**config.mk**
```make
export PLATFORM = sky130hd
export DESIGN_NAME = cola_dispense_ctrl
export DESIGN_NICKNAME = d
export VERILOG_FILES = /design/src/rtl/cola_dispense_ctrl.sv
export SDC_FILE = /design/constraint.sdc
export NUM_CORES = 1
export LEC_CHECK = 0
export BUFFER_PORTS_ARGS = -buffer_cell sky130_fd_sc_hd__buf_4
export CAP_MARGIN = 10
export CORE_MARGIN = 3
export CORE_UTILIZATION = 38
export CTS_BUF_LIST = sky130_fd_sc_hd__clkbuf_8
export DETAILED_ROUTE_END_ITERATION = 8
export GPL_TIMING_DRIVEN = 1
export SLEW_MARGIN = 25
export SYNTH_ARGS = -nofsm -noshare
export SYNTH_HDL_FRONTEND = slang
export SYNTH_SLANG_ARGS = --single-unit
```
**constraint.sdc**
```tcl
create_clock -name sys_clk -period 3.63 [get_ports sys_clk]
set_clock_uncertainty 0.15 [all_clocks]
set_input_delay 0.363 -clock sys_clk [delete_from_list [all_inputs] [get_ports sys_clk]]
set_output_delay 0.363 -clock sys_clk [all_outputs]
set_load 0.01 [all_outputs]
```
**src/rtl/cola_dispense_ctrl.sv**
```systemverilog
// Cola dispense controller: queues "cola earned" pulses (up to 7) and runs
// the dispense motor for MOTOR_CNT cycles per cola, followed by a GAP_CNT
// cycle motor-off pause. All outputs are registered.
module cola_dispense_ctrl #(
   parameter int unsigned MOTOR_CNT = 50,
   parameter int unsigned GAP_CNT   = 10
) (
   input  logic       sys_clk,
   input  logic       sys_rst_n,
   input  logic       pi_cola,
   output logic       po_motor,
   output logic       po_busy,
   output logic [2:0] po_pend_cnt,
   output logic       po_done,
   output logic       po_drop
);

   typedef enum logic [1:0] {
      IDLE,
      RUN,
      GAP
   } state_t;

   // Counter loads are one less than the duration: the load edge itself
   // starts the first cycle, and the phase ends on the edge that sees zero.
   localparam logic [15:0] MOTOR_LOAD = 16'(MOTOR_CNT - 1);
   localparam logic [15:0] GAP_LOAD   = 16'(GAP_CNT - 1);

   state_t      state;
   logic [15:0] cnt;
   logic        cnt_zero;
   logic        run_entry;
   logic        accept;
   logic [2:0]  pend_next;

   // Next-edge decisions: RUN entry, queue acceptance and the new queue depth
   always_comb begin
      cnt_zero  = (cnt == '0);
      run_entry = 1'b0;
      case (state)
         IDLE:    run_entry = (po_pend_cnt != '0);
         GAP:     run_entry = cnt_zero && (po_pend_cnt != '0);
         default: run_entry = 1'b0;
      endcase
      // A full queue still accepts a cola if a slot frees on the same edge
      accept    = pi_cola && ((po_pend_cnt != 3'd7) || run_entry);
      pend_next = po_pend_cnt;
      if (accept && !run_entry) begin
         pend_next = po_pend_cnt + 3'd1;
      end else if (!accept && run_entry) begin
         pend_next = po_pend_cnt - 3'd1;
      end
   end

   // Dispense FSM with shared phase counter and registered outputs
   always_ff @(posedge sys_clk or negedge sys_rst_n) begin
      if (!sys_rst_n) begin
         state       <= IDLE;
         cnt         <= '0;
         po_motor    <= 1'b0;
         po_busy     <= 1'b0;
         po_pend_cnt <= '0;
         po_done     <= 1'b0;
         po_drop     <= 1'b0;
      end else begin
         po_done     <= 1'b0;
         po_drop     <= pi_cola && !accept;
         po_pend_cnt <= pend_next;
         case (state)
            IDLE: begin
               if (run_entry) begin
                  state    <= RUN;
                  cnt      <= MOTOR_LOAD;
                  po_motor <= 1'b1;
                  po_busy  <= 1'b1;
               end
            end
            RUN: begin
               if (cnt_zero) begin
                  state    <= GAP;
                  cnt      <= GAP_LOAD;
                  po_motor <= 1'b0;
                  po_done  <= 1'b1;
               end else begin
                  cnt <= cnt - 16'd1;
               end
            end
            GAP: begin
               if (cnt_zero) begin
                  if (run_entry) begin
                     state    <= RUN;
                     cnt      <= MOTOR_LOAD;
                     po_motor <= 1'b1;
                  end else begin
                     state   <= IDLE;
                     po_busy <= 1'b0;
                  end
               end else begin
                  cnt <= cnt - 16'd1;
               end
            end
            default: begin
               state    <= IDLE;
               cnt      <= '0;
               po_motor <= 1'b0;
               po_busy  <= 1'b0;
            end
         endcase
      end
   end

endmodule
```
==> run_results.csv <==
group,metric,value,unit
final_layout,fillerInstances,396,
synth,post_synth_edffs,0,
floorplanning,ioPinCount,10,
worst_setup_path,timing.critical_path.from_type,"register",
synth,synth.avg_cell_area,9.79,um^2
cts,clockRootBuffer,"sky130_fd_sc_hd__clkbuf_8",
timing,final_critical_path_setup_slack,475,ps
worst_setup_path,cpLargestDelayFamily,"simple AND/OR/NAND/NOR gates",
worst_setup_path,max_stage_delay,470,ps
routing,wire_per_inst,16.6,um
global_route,groute.layer.met2.usage,23.4,%
floorplanning,die-area,5040,um^2
worst_setup_path,cp_num_buf_inv,2,
pwr,static-leakage-power,0.770,nW
worst_setup_path,critical_path_required,3680,ps
routing,total_via_count_in_the_routed_design,1345,
place,placed_area,1720,um^2
pwr,vdd_drop_max,0.212,mV
worst_hold_path,min_path_type,"in2reg",
floorplanning,core_area,3850,um^2
place,placed_cells,217,
final_layout,final_area,1780,um^2
worst_setup_path,timing.critical_path.fanout_max,8,
pwr,sw_frac_of_total,29.1,%
timing,setup_tns,0,ps
place,post-dp-hpwl,2600,um
synth,synth.top_cell.area_share,39.0,%
pwr,comb_power_share,21.8,%
routing,ant_nets,0,
final_layout,num_antenna_cells,0,
final_layout,finalNetCount,181,
global_route,globalRouteMet3Util,3.55,%
routing,detailedRoute.firstIterationViolations,117,
synth,postSynthRegisterBits,25,
worst_setup_path,cp_data_arrival_time,3200,ps
timing,setup_repair_after_global_routing_missed_its_margin,"no",
routing,drt_drc_violations_left,0,
floorplanning,start_util,41.7,%
global_route,grt_use_total,15.7,%
place,portBuffers,9,
synth,ys_types,60,
synth,post_synth_instance_area,1610,um^2
worst_setup_path,timing.setup.critical_path_class,"reg2reg",
timing,finalSetupViolations,0,
pwr,p_per_area,353,nW/um^2
pwr,p_int,0.000445,W
routing,postRouteWirelength,3690,um
final_layout,layout.cells.non_filler,222,
global_route,global_route.overflow_total,0,
final_layout,areaGrowthSynthToFinish,10.8,%
cts,cts.sinks,25,
timing,worst_slew_pin_tran,787,ps
synth,synth-async-reset-ratio,100,%
cts,ctsLongestPathBuffers,2,
flow_run,drv.max_cap_violation_count,0,
synth,ys_seq_area_share,39.0,%
floorplanning,chipHeight,71.0,um
outcome,outcome,"completed",
timing,timing.fmax,0.317,GHz
cts,worstSkewPairLatency,270,ps
routing,vias_per_inst,6.06,
synth,synth.area.top_cells,"sky130_fd_sc_hd__dfrtp_1, sky130_fd_sc_hd__nand2_1, sky130_fd_sc_hd__nor2_1, sky130_fd_sc_hd__nor4_4, sky130_fd_sc_hd__a22o_1",
pwr,pwr-share-clk,25.9,%
global_route,antenna_found_initial,0,
global_route,number_of_global_route_vias_before_repair,1324,
timing,max-slew-margin-rel,47.1,%
cts,postCtsResizedCells,0,
cts,cts_inserted_buffers,3,
global_route,grt_first_pass_wirelength,6430,um
global_route,grt.met1_usage,23.0,%
global_route,grt_max_degree,26,
synth,synthesis.nets,170,
place,dp_slack,539,ps
place,finalWeightedCongestion,0.852,
timing,layout_min_cycle_time,3150,ps
floorplanning,die_w,71.0,um
global_route,grt.busiest_layer,"met2",
worst_setup_path,path_cells,"inv_1 -> ha_1 -> nor3b_2 -> nand4_4 -> a21oi_2 -> o21a_1 -> ha_1 -> inv_1 -> fa_1 -> xor2_1 -> nor2_1 -> xor2_1",
routing,drt_first_pass_iters,4,
synth,synth_largest_area_cell,"sky130_fd_sc_hd__dfrtp_1",
cts,cts.reportedPaths.clkPinSlew,80,ps
cts,cts_tree,"built",
floorplanning,row_count,22,
worst_setup_path,critical_path.endpoint_type,"register",
cts,htreeDepth,1,
timing,final_max_slew_viol_count,0,
pwr,total_net_switching_power,0.000183,W
timing,number_of_endpoints_with_negative_hold_slack_in_the_final_report,0,
pwr,p_seq_share,52.2,%
timing,period_share,86.9,%
final_layout,drive_gt1_share,14.9,%
synth,synth.yosys.warnings,0,
synth,syn_inst,164,
synth,synth_ff_type,"sky130_fd_sc_hd__dfrtp_1",
worst_setup_path,cpMaxStageDelayCell,"sky130_fd_sc_hd__nor3b_2",
==> state kept, by name (all words and copies together), names as in the netlist <==
register and cells:
cnt 16, po_busy 1, po_done 1, po_drop 1
po_motor 1, po_pend_cnt 3, state 2
==> layer usage <==
metal  up-vias  routed length, um
met5         -                  0
met4         0                 46
met3         6                189
met2        31               1630
met1       660               1820
li1        648                  -
==> layout by cell type (no fill, tap or decap), types with 2 or more instances in the layout <==
master,netlist,final
sky130_fd_sc_hd__clkbuf_8,0,3
sky130_fd_sc_hd__and3_1,3,3
sky130_fd_sc_hd__or3_1,3,3
sky130_fd_sc_hd__nor4_1,2,2
sky130_fd_sc_hd__o31ai_1,2,2
sky130_fd_sc_hd__a31oi_1,2,2
sky130_fd_sc_hd__buf_4,1,12
sky130_fd_sc_hd__o21ai_1,3,3
sky130_fd_sc_hd__nor2b_1,2,2
sky130_fd_sc_hd__o21ai_0,5,5
sky130_fd_sc_hd__mux2i_1,2,2
sky130_fd_sc_hd__a211oi_1,2,2
sky130_fd_sc_hd__a22o_1,4,4
sky130_fd_sc_hd__nand2_1,13,13
sky130_fd_sc_hd__nand3_1,5,5
sky130_fd_sc_hd__inv_1,6,7
sky130_fd_sc_hd__ha_1,2,2
sky130_fd_sc_hd__xnor2_1,4,4
sky130_fd_sc_hd__nor3_1,5,5
sky130_fd_sc_hd__o211ai_1,2,2
sky130_fd_sc_hd__dfrtp_1,25,25
sky130_fd_sc_hd__a21oi_1,3,3
sky130_fd_sc_hd__a21oi_2,2,2
sky130_fd_sc_hd__or4_1,2,2
sky130_fd_sc_hd__nand2b_1,3,3
sky130_fd_sc_hd__o41ai_1,2,2
sky130_fd_sc_hd__a221o_1,2,2
sky130_fd_sc_hd__o21a_1,2,2
sky130_fd_sc_hd__xor2_1,4,4
sky130_fd_sc_hd__o221a_1,2,2
sky130_fd_sc_hd__nor2_1,13,13
sky130_fd_sc_hd__o22ai_1,3,3
sky130_fd_sc_hd__nor4_4,2,2
==> worst reg2reg max path: stages, from the launching register on <==
cell and delay [ps]:
sky130_fd_sc_hd__dfrtp_1 440, sky130_fd_sc_hd__inv_1 110, sky130_fd_sc_hd__ha_1 230, sky130_fd_sc_hd__nor3b_2 470, sky130_fd_sc_hd__nand4_4 240, sky130_fd_sc_hd__a21oi_2 260
sky130_fd_sc_hd__o21a_1 160, sky130_fd_sc_hd__ha_1 180, sky130_fd_sc_hd__inv_1 60, sky130_fd_sc_hd__fa_1 370, sky130_fd_sc_hd__xor2_1 150, sky130_fd_sc_hd__nor2_1 110
sky130_fd_sc_hd__xor2_1 150
==> synthesized netlist by cell type, types with 3 or more instances <==
cell,count
sky130_fd_sc_hd__and3_1,3
sky130_fd_sc_hd__a21oi_1,3
sky130_fd_sc_hd__xnor2_1,4
sky130_fd_sc_hd__dfrtp_1,25
sky130_fd_sc_hd__nor3_1,5
sky130_fd_sc_hd__nor2_1,13
sky130_fd_sc_hd__clkbuf_1,3
sky130_fd_sc_hd__nand3_1,5
sky130_fd_sc_hd__o21ai_0,5
sky130_fd_sc_hd__or3_1,3
sky130_fd_sc_hd__xor2_1,4
sky130_fd_sc_hd__nand2_1,13
sky130_fd_sc_hd__o22ai_1,3
sky130_fd_sc_hd__nand2b_1,3
sky130_fd_sc_hd__o21ai_1,3
sky130_fd_sc_hd__a22o_1,4
sky130_fd_sc_hd__inv_1,6
==> kinds of logic (layout without fill, tap and decap cells) <==
family          after synthesis  after routing  synth area share (%)
compound gates               50             50                  24.6
xor+xnor                      8              8                  4.36
fa+ha+maj                     3              3                  2.81
buf+inv                      13             23                  3.43
flops                        25             25                  39.0
mux                           3              3                  1.95
simple gates                 62             62                  23.9
==> layout make-up <==
type	count	area [um^2]	share of cell area, %
clock buffers	3	41.3	2.32
clock inverters	1	3.75	0.211
inverters	6	22.5	1.27
multi-input cells	126	925	52.0
flip-flops and latches	25	626	35.2
well taps	48	60.1	3.38
repair buffers	13	100	5.63
==> worst paths after layout <==
kind,slack [ps],start,to,depth (start not counted)
setup / recovery,480,cnt[0],po_pend_cnt[2],12
hold reg to reg,390,po_pend_cnt[2],po_pend_cnt[2],1
hold / removal,240,pi_cola,po_drop,2
min in group asynchronous,370,sys_rst_n,po_pend_cnt[0],2
max in group asynchronous,2710,sys_rst_n,cnt[13],2
setup reg to reg,480,cnt[0],po_pend_cnt[2],12
==> through the flow <==
| stage | power (W) | util, % | hold slack [ps] |
|---|---|---|---|
| after floorplan | 0.000410 | - | -82.6 |
| after global placement | 0.000465 | 44.7 | 133 |
| after detailed placement | 0.000470 | 44.7 | 140 |
| after CTS | 0.000638 | 46.1 | 231 |
| after global routing | 0.000670 | 46.1 | 227 |
| final | 0.000628 | 46.1 | 236 |
==> power groups by stage <==
stage | registers (W) | logic [W] | clock network (W)
6_report | 0.000328 | 0.000137 | 0.000163
5_1_grt | 0.000337 | 0.000151 | 0.000182
4_1_cts | 0.000329 | 0.000139 | 0.000171
3_5_place_dp | 0.000333 | 0.000137 | 0
3_3_place_gp | 0.000333 | 0.000132 | 0
2_1_floorplan | 0.000340 | 0.0000702 | 0
==> timing repair <==
| action | in CTS | in global routing |
|---|---|---|
| hold buffers | 1 | 0 |
| setup buffers | 0 | 0 |
| endpoints found under the hold margin | 25 | 0 |
No activity file was read; power rests on OpenSTA's default activity.
